$ cat config.mk
export PLATFORM = sky130hd
export DESIGN_NAME = t07_mem_arbiter_flat
export DESIGN_NICKNAME = d
export VERILOG_FILES = /design/src/rtl/t07_mem_arbiter_if.sv /design/src/rtl/t07_mem_arbiter.sv /design/src/flat_wrapper.sv
export SDC_FILE = /design/constraint.sdc
export NUM_CORES = 1
export LEC_CHECK = 0
export BUFFER_PORTS_ARGS = -buffer_cell sky130_fd_sc_hd__buf_2
export CAP_MARGIN = 10
export CORE_MARGIN = 1
export CORE_UTILIZATION = 30
export DETAILED_ROUTE_END_ITERATION = 10
export SLEW_MARGIN = 0
export SYNTH_ARGS = -nofsm -noshare
export SYNTH_HDL_FRONTEND = slang
export SYNTH_SLANG_ARGS = --single-unit
$ cat constraint.sdc
create_clock -name clk -period 5.56 [get_ports clk]
set_input_delay 1.112 -clock clk [delete_from_list [all_inputs] [get_ports clk]]
set_output_delay 1.112 -clock clk [all_outputs]
set_load 0.1 [all_outputs]
$ cat src/rtl/t07_mem_arbiter_if.sv
// rtl/t07_mem_arbiter_if.sv - requester and wishbone-manager signals of the memory arbiter
// slave is the arbiter's view; master is the view of the surrounding CPU/MMIO/manager.
interface t07_mem_arbiter_if #(
  parameter int ADDR_W = 32,
  parameter int DATA_W = 32
);
  logic              fetch_req;
  logic [ADDR_W-1:0] fetch_addr;
  logic              fetch_done;
  logic [DATA_W-1:0] fetch_data;
  logic [1:0]        data_rwi;
  logic [ADDR_W-1:0] data_addr;
  logic [DATA_W-1:0] data_wdata;
  logic [3:0]        data_sel;
  logic              data_done;
  logic [DATA_W-1:0] data_rdata;
  logic              mgr_read;
  logic              mgr_write;
  logic [ADDR_W-1:0] mgr_addr;
  logic [DATA_W-1:0] mgr_wdata;
  logic [3:0]        mgr_sel;
  logic              mgr_busy;
  logic [DATA_W-1:0] mgr_rdata;
  logic              owner;
  logic              timeout_err;

  modport slave (
    input  fetch_req, fetch_addr, data_rwi, data_addr, data_wdata, data_sel, mgr_busy, mgr_rdata,
    output fetch_done, fetch_data, data_done, data_rdata, mgr_read, mgr_write, mgr_addr,
           mgr_wdata, mgr_sel, owner, timeout_err
  );

  modport master (
    output fetch_req, fetch_addr, data_rwi, data_addr, data_wdata, data_sel, mgr_busy, mgr_rdata,
    input  fetch_done, fetch_data, data_done, data_rdata, mgr_read, mgr_write, mgr_addr,
           mgr_wdata, mgr_sel, owner, timeout_err
  );
endinterface

$ cat src/rtl/t07_mem_arbiter.sv
// rtl/t07_mem_arbiter.sv - round-robin fetch/data arbiter in front of the wishbone manager
// One transaction at a time: IDLE grant, ISSUE strobe, WAIT_HI/WAIT_LO busy handshake, done.
module t07_mem_arbiter #(
  parameter int ADDR_W  = 32,
  parameter int DATA_W  = 32,
  parameter int TIMEOUT = 255
) (
  input  logic          clk,
  input  logic          rst,
  t07_mem_arbiter_if.slave bus
);
  localparam int CNT_W = $clog2(TIMEOUT + 1);

  typedef enum logic [1:0] {IDLE, ISSUE, WAIT_HI, WAIT_LO} state_t;

  state_t            state_q, state_d;
  logic              owner_q, owner_d;
  logic              is_write_q, is_write_d;
  logic              busy_seen_q, busy_seen_d;
  logic [CNT_W-1:0]  cnt_q, cnt_d;
  logic [ADDR_W-1:0] addr_q, addr_d;
  logic [DATA_W-1:0] wdata_q, wdata_d;
  logic [3:0]        sel_q, sel_d;
  logic              read_q, read_d;
  logic              write_q, write_d;
  logic              fetch_done_q, fetch_done_d;
  logic              data_done_q, data_done_d;
  logic              timeout_q, timeout_d;
  logic [DATA_W-1:0] fetch_data_q, fetch_data_d;
  logic [DATA_W-1:0] data_rdata_q, data_rdata_d;
  logic              fetch_valid, data_valid, grant_data, finish, abort;

  always_comb begin
    state_d      = state_q;
    owner_d      = owner_q;
    is_write_d   = is_write_q;
    busy_seen_d  = busy_seen_q;
    cnt_d        = cnt_q;
    addr_d       = addr_q;
    wdata_d      = wdata_q;
    sel_d        = sel_q;
    fetch_data_d = fetch_data_q;
    data_rdata_d = data_rdata_q;
    read_d       = 1'b0;
    write_d      = 1'b0;
    fetch_done_d = 1'b0;
    data_done_d  = 1'b0;
    timeout_d    = 1'b0;
    grant_data   = 1'b0;
    finish       = 1'b0;
    abort        = 1'b0;
    fetch_valid  = bus.fetch_req;
    data_valid   = bus.data_rwi[1] ^ bus.data_rwi[0];

    case (state_q)
      IDLE: begin
        if (fetch_valid || data_valid) begin
          // owner doubles as the round-robin pointer: on contention the last loser wins
          grant_data = data_valid && (!fetch_valid || !owner_q);
          owner_d    = grant_data;
          if (grant_data) begin
            addr_d     = bus.data_addr;
            wdata_d    = bus.data_wdata;
            sel_d      = bus.data_sel;
            is_write_d = (bus.data_rwi == 2'b01);
          end else begin
            addr_d     = bus.fetch_addr;
            wdata_d    = '0;
            sel_d      = 4'hF;
            is_write_d = 1'b0;
          end
          read_d  = !is_write_d;
          write_d = is_write_d;
          state_d = ISSUE;
        end
      end
      ISSUE: begin
        // a manager that raises busy during the strobe cycle may drop it before WAIT_HI samples
        busy_seen_d = bus.mgr_busy;
        cnt_d       = '0;
        state_d     = WAIT_HI;
      end
      WAIT_HI, WAIT_LO: begin
        if (state_q == WAIT_LO && !bus.mgr_busy) begin
          finish = 1'b1;
        end else if (cnt_q == CNT_W'(TIMEOUT - 1)) begin
          abort = 1'b1;
        end else begin
          cnt_d = cnt_q + CNT_W'(1);
          if (state_q == WAIT_HI && (bus.mgr_busy || busy_seen_q)) state_d = WAIT_LO;
        end
      end
      default: state_d = IDLE;
    endcase

    if (finish || abort) begin
      state_d      = IDLE;
      timeout_d    = abort;
      fetch_done_d = !owner_q;
      data_done_d  = owner_q;
      if (abort) begin
        if (owner_q) data_rdata_d = '0;
        else         fetch_data_d = '0;
      end else if (!is_write_q) begin
        if (owner_q) data_rdata_d = bus.mgr_rdata;
        else         fetch_data_d = bus.mgr_rdata;
      end
    end
  end

  always_ff @(posedge clk or posedge rst) begin
    if (rst) begin
      state_q      <= IDLE;
      owner_q      <= 1'b0;
      is_write_q   <= 1'b0;
      busy_seen_q  <= 1'b0;
      cnt_q        <= '0;
      addr_q       <= '0;
      wdata_q      <= '0;
      sel_q        <= '0;
      read_q       <= 1'b0;
      write_q      <= 1'b0;
      fetch_done_q <= 1'b0;
      data_done_q  <= 1'b0;
      timeout_q    <= 1'b0;
      fetch_data_q <= '0;
      data_rdata_q <= '0;
    end else begin
      state_q      <= state_d;
      owner_q      <= owner_d;
      is_write_q   <= is_write_d;
      busy_seen_q  <= busy_seen_d;
      cnt_q        <= cnt_d;
      addr_q       <= addr_d;
      wdata_q      <= wdata_d;
      sel_q        <= sel_d;
      read_q       <= read_d;
      write_q      <= write_d;
      fetch_done_q <= fetch_done_d;
      data_done_q  <= data_done_d;
      timeout_q    <= timeout_d;
      fetch_data_q <= fetch_data_d;
      data_rdata_q <= data_rdata_d;
    end
  end

  assign bus.mgr_read    = read_q;
  assign bus.mgr_write   = write_q;
  assign bus.mgr_addr    = addr_q;
  assign bus.mgr_wdata   = wdata_q;
  assign bus.mgr_sel     = sel_q;
  assign bus.fetch_done  = fetch_done_q;
  assign bus.data_done   = data_done_q;
  assign bus.fetch_data  = fetch_data_q;
  assign bus.data_rdata  = data_rdata_q;
  assign bus.owner       = owner_q;
  assign bus.timeout_err = timeout_q;
endmodule
$ cat src/flat_wrapper.sv
// flat-port wrapper written by rule: the top's interface ports become plain ports
module t07_mem_arbiter_flat 
#(
  parameter int ADDR_W  = 32,
  parameter int DATA_W  = 32,
  parameter int TIMEOUT = 255
)
  (clk, rst, bus_fetch_req, bus_fetch_addr, bus_data_rwi, bus_data_addr, bus_data_wdata, bus_data_sel, bus_mgr_busy, bus_mgr_rdata, bus_fetch_done, bus_fetch_data, bus_data_done, bus_data_rdata, bus_mgr_read, bus_mgr_write, bus_mgr_addr, bus_mgr_wdata, bus_mgr_sel, bus_owner, bus_timeout_err);
  t07_mem_arbiter_if #(.ADDR_W(ADDR_W), .DATA_W(DATA_W)) bus_i ();
  input  logic clk;
  input  logic rst;
  input wire logic [$bits(bus_i.fetch_req)-1:0] bus_fetch_req;
  input wire logic [$bits(bus_i.fetch_addr)-1:0] bus_fetch_addr;
  input wire logic [$bits(bus_i.data_rwi)-1:0] bus_data_rwi;
  input wire logic [$bits(bus_i.data_addr)-1:0] bus_data_addr;
  input wire logic [$bits(bus_i.data_wdata)-1:0] bus_data_wdata;
  input wire logic [$bits(bus_i.data_sel)-1:0] bus_data_sel;
  input wire logic [$bits(bus_i.mgr_busy)-1:0] bus_mgr_busy;
  input wire logic [$bits(bus_i.mgr_rdata)-1:0] bus_mgr_rdata;
  output wire logic [$bits(bus_i.fetch_done)-1:0] bus_fetch_done;
  output wire logic [$bits(bus_i.fetch_data)-1:0] bus_fetch_data;
  output wire logic [$bits(bus_i.data_done)-1:0] bus_data_done;
  output wire logic [$bits(bus_i.data_rdata)-1:0] bus_data_rdata;
  output wire logic [$bits(bus_i.mgr_read)-1:0] bus_mgr_read;
  output wire logic [$bits(bus_i.mgr_write)-1:0] bus_mgr_write;
  output wire logic [$bits(bus_i.mgr_addr)-1:0] bus_mgr_addr;
  output wire logic [$bits(bus_i.mgr_wdata)-1:0] bus_mgr_wdata;
  output wire logic [$bits(bus_i.mgr_sel)-1:0] bus_mgr_sel;
  output wire logic [$bits(bus_i.owner)-1:0] bus_owner;
  output wire logic [$bits(bus_i.timeout_err)-1:0] bus_timeout_err;
  assign bus_i.fetch_req = bus_fetch_req;
  assign bus_i.fetch_addr = bus_fetch_addr;
  assign bus_i.data_rwi = bus_data_rwi;
  assign bus_i.data_addr = bus_data_addr;
  assign bus_i.data_wdata = bus_data_wdata;
  assign bus_i.data_sel = bus_data_sel;
  assign bus_i.mgr_busy = bus_mgr_busy;
  assign bus_i.mgr_rdata = bus_mgr_rdata;
  assign bus_fetch_done = bus_i.fetch_done;
  assign bus_fetch_data = bus_i.fetch_data;
  assign bus_data_done = bus_i.data_done;
  assign bus_data_rdata = bus_i.data_rdata;
  assign bus_mgr_read = bus_i.mgr_read;
  assign bus_mgr_write = bus_i.mgr_write;
  assign bus_mgr_addr = bus_i.mgr_addr;
  assign bus_mgr_wdata = bus_i.mgr_wdata;
  assign bus_mgr_sel = bus_i.mgr_sel;
  assign bus_owner = bus_i.owner;
  assign bus_timeout_err = bus_i.timeout_err;
  t07_mem_arbiter #(.ADDR_W(ADDR_W), .DATA_W(DATA_W), .TIMEOUT(TIMEOUT)) u_core (.clk(clk), .rst(rst), .bus(bus_i));
endmodule
==> flow_summary.ini, run 1 <==
[hold_path]
min_from = u_core.busy_seen_q
worstHoldPathCells = 2
hp-class = reg -> reg
holdPathEnd = u_core.busy_seen_q

[floorplanning]
die_area_um2 = 20400
coreArea_um2 = 19500
pin_count = 276
die_w_um = 143
die_h_um = 143
start_util_pct = 30.6
rows = 51

[worst_setup_path]
crit_path_frequent_cell = inv_1
reg2reg_depth = 4
cp.arrival_ns = 3.08
rr_startpoint = u_core.bus.owner
worst-path-buf-inv = 4
crit_chain = buf_2 -> inv_1 -> ha_1 -> inv_1 -> o21ai_4 -> buf_4 -> o21ai_0
worst_setup_path_start_kind = input pin
cp_top_family = buffers and inverters
crit_path_start = bus_data_rwi[1]
timing.rr.end = u_core.bus.mgr_addr[12]
critPathCaptureType = flip-flop
reg2reg_slack_ns = 3.32
required_ns = 5.82
slowest_stage = buf_4
crit_type = in -> reg
crit_fanout = 68
max_stage_delay_ns = 0.63

[route]
avgRoutedWirePerCell_um = 15.7
dr.first_iter.drc_count = 152
routed_via_density = 4.69
vias = 4737
drc = 0
first_pass_iters = 4
ant_nets = 0
drt-total-wl_mm = 15.9

[clocking]
cts_setup_buffers = 0
clock_latency_ns = 0.41
path_clk_slew_ns = 0.06
holdBufCountCts = 0
cts_buffer_depth = 2
h-tree-depth = 4
cts_tree = built
clkSinkCount = 150
root_buffer = clkbuf_16
numCtsBuffers = 17
cts_resized = 0

[layout]
diodes = 0
n_fill_cell = 1845
finalInstanceArea_um2 = 8230
post-route-util_pct = 42.3
area_growth_pct = 38.2
layout.nets = 875
drive_gt1_share_pct = 43.6
final_cell_mix = buf_2, dfrtp_1, a22o_1, nand2_1
final_common_cell = buf_2

[place]
place_ws_ns = 2.27
routabilityCongestion = 0.757
dpl-instance-area_um2 = 7560
io_buffer_count = 275
dpl.hpwl_mm = 11.3

[timing]
slew_headroom_pct = 36.3
setup_ws_ns = 2.74
finalCriticalPeriod_ns = 2.82
tightest_slew_ns = 0.953
fin_skew_ns = 0.0108
drv_slew = 0
setup_viol = 0
hold_viol = 0
post-route-period-util_pct = 50.8
rsz0062_at_grt = no
fmax_ghz = 0.354
final.setup.tns_ns = 0

[grt]
grt_max_degree = 69
grt_pass1_wl_mm = 24.1
first_global_vias = 4503
track_usage_pct = 15.4
overflow = 0
antenna_found_initial = 0

[yosys]
ys_seq_area_share_pct = 63.1
synth_area_um2 = 5950
synth_cells = 464
syn_avg_cell_area_um2 = 12.8
synthMuxAreaShare_pct = 5.72
ys_warn_count = 0
synth_seq_cells = 150
ys.flop_type = dfrtp_1
synth_nets = 605
synth_edf_count = 0
synthAdderAreaFrac_pct = 0.631
synth_top_family_by_area = compound AO/OA/AOI/OAI gates
async_flop_share_pct = 100
synth_compound_gate_area_share_pct = 20.0
synthSimpleGateAreaFrac_pct = 6.73
yosys.cell_types.count = 46
synth-xor-area-share_pct = 0.147

[outcome]
outcome = finished, final reports clean

[run]
max-cap-violations = 0
## cells by family after synthesis
family / after synthesis
xor+xnor: 1
buf+inv: 41
compound gates: 155
flops: 150
simple gates: 80
mux: 34
fa+ha+maj: 3
## synthesized netlist by cell type (2+ instances only)
cell | count | area share, %
dfrtp_1 | 150 | 63
a22o_1 | 94 | 14
nand2_1 | 45 | 2.8
mux2i_1 | 34 | 5.7
o21ai_0 | 34 | 2.9
buf_2 | 15 | 1.3
clkbuf_1 | 10 | 0.63
inv_1 | 7 | 0.44
nor2_1 | 7 | 0.44
and2_1 | 6 | 0.63
buf_4 | 4 | 0.50
buf_6 | 4 | 0.76
nand3_1 | 4 | 0.34
o22a_1 | 4 | 0.59
a21oi_1 | 3 | 0.25
and3_1 | 3 | 0.32
ha_1 | 3 | 0.63
a211oi_1 | 2 | 0.25
a22oi_1 | 2 | 0.25
nand4_1 | 2 | 0.21
nor2b_1 | 2 | 0.21
o211ai_1 | 2 | 0.25
o21a_1 | 2 | 0.25
o21ai_1 | 2 | 0.17
o22ai_1 | 2 | 0.21
## how the worst max path moves through the flow
stage,endpoint,cells after the start
after global placement,u_core.bus.data_rdata[6],5
final,u_core.bus.mgr_addr[20],7
after detailed placement,u_core.bus.data_rdata[13],5
after floorplan,u_core.bus.data_done,1
after global routing,u_core.bus.mgr_addr[12],7
after CTS,u_core.bus.data_rdata[13],5
## final cells by class
cell class	count	area, um2	share of cell area [%]
Clock buffer	18	439	5.34
Clock inverter	13	196	2.39
Inverter	8	35.0	0.426
Multi-Input combinational cell	273	2010	24.4
Sequential cell	150	3750	45.6
Tap cell	265	332	4.03
Timing Repair Buffer	284	1460	17.8
## state kept, by name, summed over array words and instances (netlist names)
name                    count
u_core.bus.mgr_write        1
u_core.is_write_q           1
u_core.bus.mgr_read         1
u_core.bus.owner            1
u_core.bus.mgr_addr        32
u_core.bus.data_rdata      32
u_core.bus.timeout_err      1
u_core.bus.fetch_done       1
u_core.busy_seen_q          1
u_core.bus.mgr_sel          4
u_core.bus.mgr_wdata       32
u_core.state_q              2
u_core.bus.fetch_data      32
u_core.cnt_q                8
u_core.bus.data_done        1
## worst reg2reg max path, cell delays in order, from the launching register on
cell     delay [ns]
dfrtp_1        0.53
a21oi_4        0.83
buf_4          0.38
mux2i_1        0.26
o21ai_0        0.10
## metal layers
layer	routed length, um	track usage, %	up-vias
met5	0	0	-
li1	-	-	2259
met4	223	5.32	0
met3	1120	4.63	20
met1	7220	19.8	2247
met2	7350	24.7	211
## metrics by stage
step	instances	hold WS (ns)
after floorplan	464	0.446
after global placement	979	0.457
after detailed placement	979	0.472
after CTS	1010	0.486
after global routing	1011	0.499
final	1011	0.479
Power of run 1 is left out: the tool's default activity adds up to more than one toggle a clock period on the data nets, which glitch-free logic cannot reach.
==> run 2: changes to the inputs <==
==> constraint.sdc (replaced) <==
create_clock -name clk -period 2.85 [get_ports clk]
set_input_delay 0.57 -clock clk [delete_from_list [all_inputs] [get_ports clk]]
set_output_delay 0.57 -clock clk [all_outputs]
set_load 0.1 [all_outputs]
==> run 2 against run 1 <==
Net effect: critical path depth fell by 6; critical endpoint is now bus_owner; clock-buffer cell count did not move; final cell count did not move; clock skew rose by 0.0011 ns.
==> flow_summary.ini, run 2 (synthesized netlist as in run 1, its figures left out) <==
[outcome]
outcome = finished, final reports clean

[route]
ant_nets = 0
drt-total-wl_mm = 16.0
drc = 0
routed_via_density = 4.70
avgRoutedWirePerCell_um = 15.8
first_pass_iters = 5
dr.first_iter.drc_count = 191
vias = 4753

[timing]
drv_slew = 0
tightest_slew_ns = 0.836
setup_viol = 0
slew_headroom_pct = 44.3
final.setup.tns_ns = 0
fmax_ghz = 0.486
fin_skew_ns = 0.0119
hold_viol = 0
rsz0062_at_grt = no
post-route-period-util_pct = 72.2
finalCriticalPeriod_ns = 2.06

[place]
dpl-instance-area_um2 = 7600
routabilityCongestion = 0.745
dpl.hpwl_mm = 11.0
io_buffer_count = 275

[floorplanning]
die_area_um2 = 20400
pin_count = 276
die_w_um = 143
start_util_pct = 30.6
die_h_um = 143
rows = 51
coreArea_um2 = 19500

[layout]
area_growth_pct = 37.8
final_common_cell = buf_2
n_fill_cell = 1882
seqCellArea_um2 = 3750
multiInputGateArea_um2 = 2010
diodes = 0
final_cell_mix = buf_2, dfrtp_1, a22o_1, nand2_1
layout.nets = 874
finalInstanceArea_um2 = 8200
drive_gt1_share_pct = 43.4

[grt]
grt_pass1_wl_mm = 24.5
grt_max_degree = 151
track_usage_pct = 15.8
antenna_found_initial = 0
first_global_vias = 4496
overflow = 0

[clocking]
path_clk_slew_ns = 0.07
clock_latency_ns = 0.42
clkSinkCount = 150
root_buffer = clkbuf_16
h-tree-depth = 4
cts_resized = 0
cts_setup_buffers = 0
cts_buffer_depth = 2
holdBufCountCts = 0
cts_tree = built
numCtsBuffers = 17

[hold_path]
hp-class = in -> reg

[worst_setup_path]
critPathCaptureType = primary output
slowest_stage = dfrtp_1
required_ns = 2.28
cp_top_family = flip-flops
worst_setup_path_start_kind = flip-flop
max_stage_delay_ns = 0.56
crit_type = reg -> out
cp.arrival_ns = 1.49
crit_chain = buf_2
worst-path-buf-inv = 1
crit_fanout = 6

[run]
max-cap-violations = 0
-- run 2: changes by cell type in the layout (fill, tap and decap cells not counted), sizes merged --
cell      delta
inv          -1
bufinv       -1
clkinvlp     +3
buf          -1
-- run 2: area by class of cell --
type | count | share of cell area, %
inverters | 8 | 0.412
repair buffers | 283 | 18.0
clock inverters | 14 | 2.14
well taps | 265 | 4.04
flip-flops and latches | 150 | 45.8
multi-input cells | 273 | 24.5
clock buffers | 18 | 5.23
-- run 2: path summary, 6_finish.rpt --
kind | depth (start not counted) | slack [ns] | startpoint | to
setup / recovery | 1 | 0.79 | u_core.bus.owner | bus_owner
hold / removal | 2 | 0.37 | bus_data_wdata[0] | u_core.bus.mgr_wdata[0]
setup reg to reg | 7 | 0.99 | u_core.cnt_q[0] | u_core.bus.data_rdata[11]
hold reg to reg | 2 | 0.48 | u_core.bus.mgr_addr[2] | u_core.bus.mgr_addr[2]
max in group asynchronous | 3 | 1.83 | rst | u_core.bus.fetch_data[19]
min in group asynchronous | 3 | 0.38 | rst | u_core.bus.data_rdata[2]
-- run 2: layer usage --
metal,up-vias,track usage [%],share of wire (%)
met3,14,5.63,9.1
li1,2264,-,-
met2,217,24.5,46
met5,-,0,0
met1,2258,20.4,44
met4,0,4.98,1.4
-- run 2: metrics by stage --
step	hold slack, ns	setup WS, ns	utilization (%)	std cells
floorplan	0.446	0.391	-	464
global route	0.345	0.722	42.1	1011
detailed placement	0.468	0.684	39.0	979
CTS	0.341	0.748	42.1	1011
finish	0.365	0.794	42.1	1011
global placement	0.457	0.736	39.0	979
Power of run 2 is left out for the same reason.
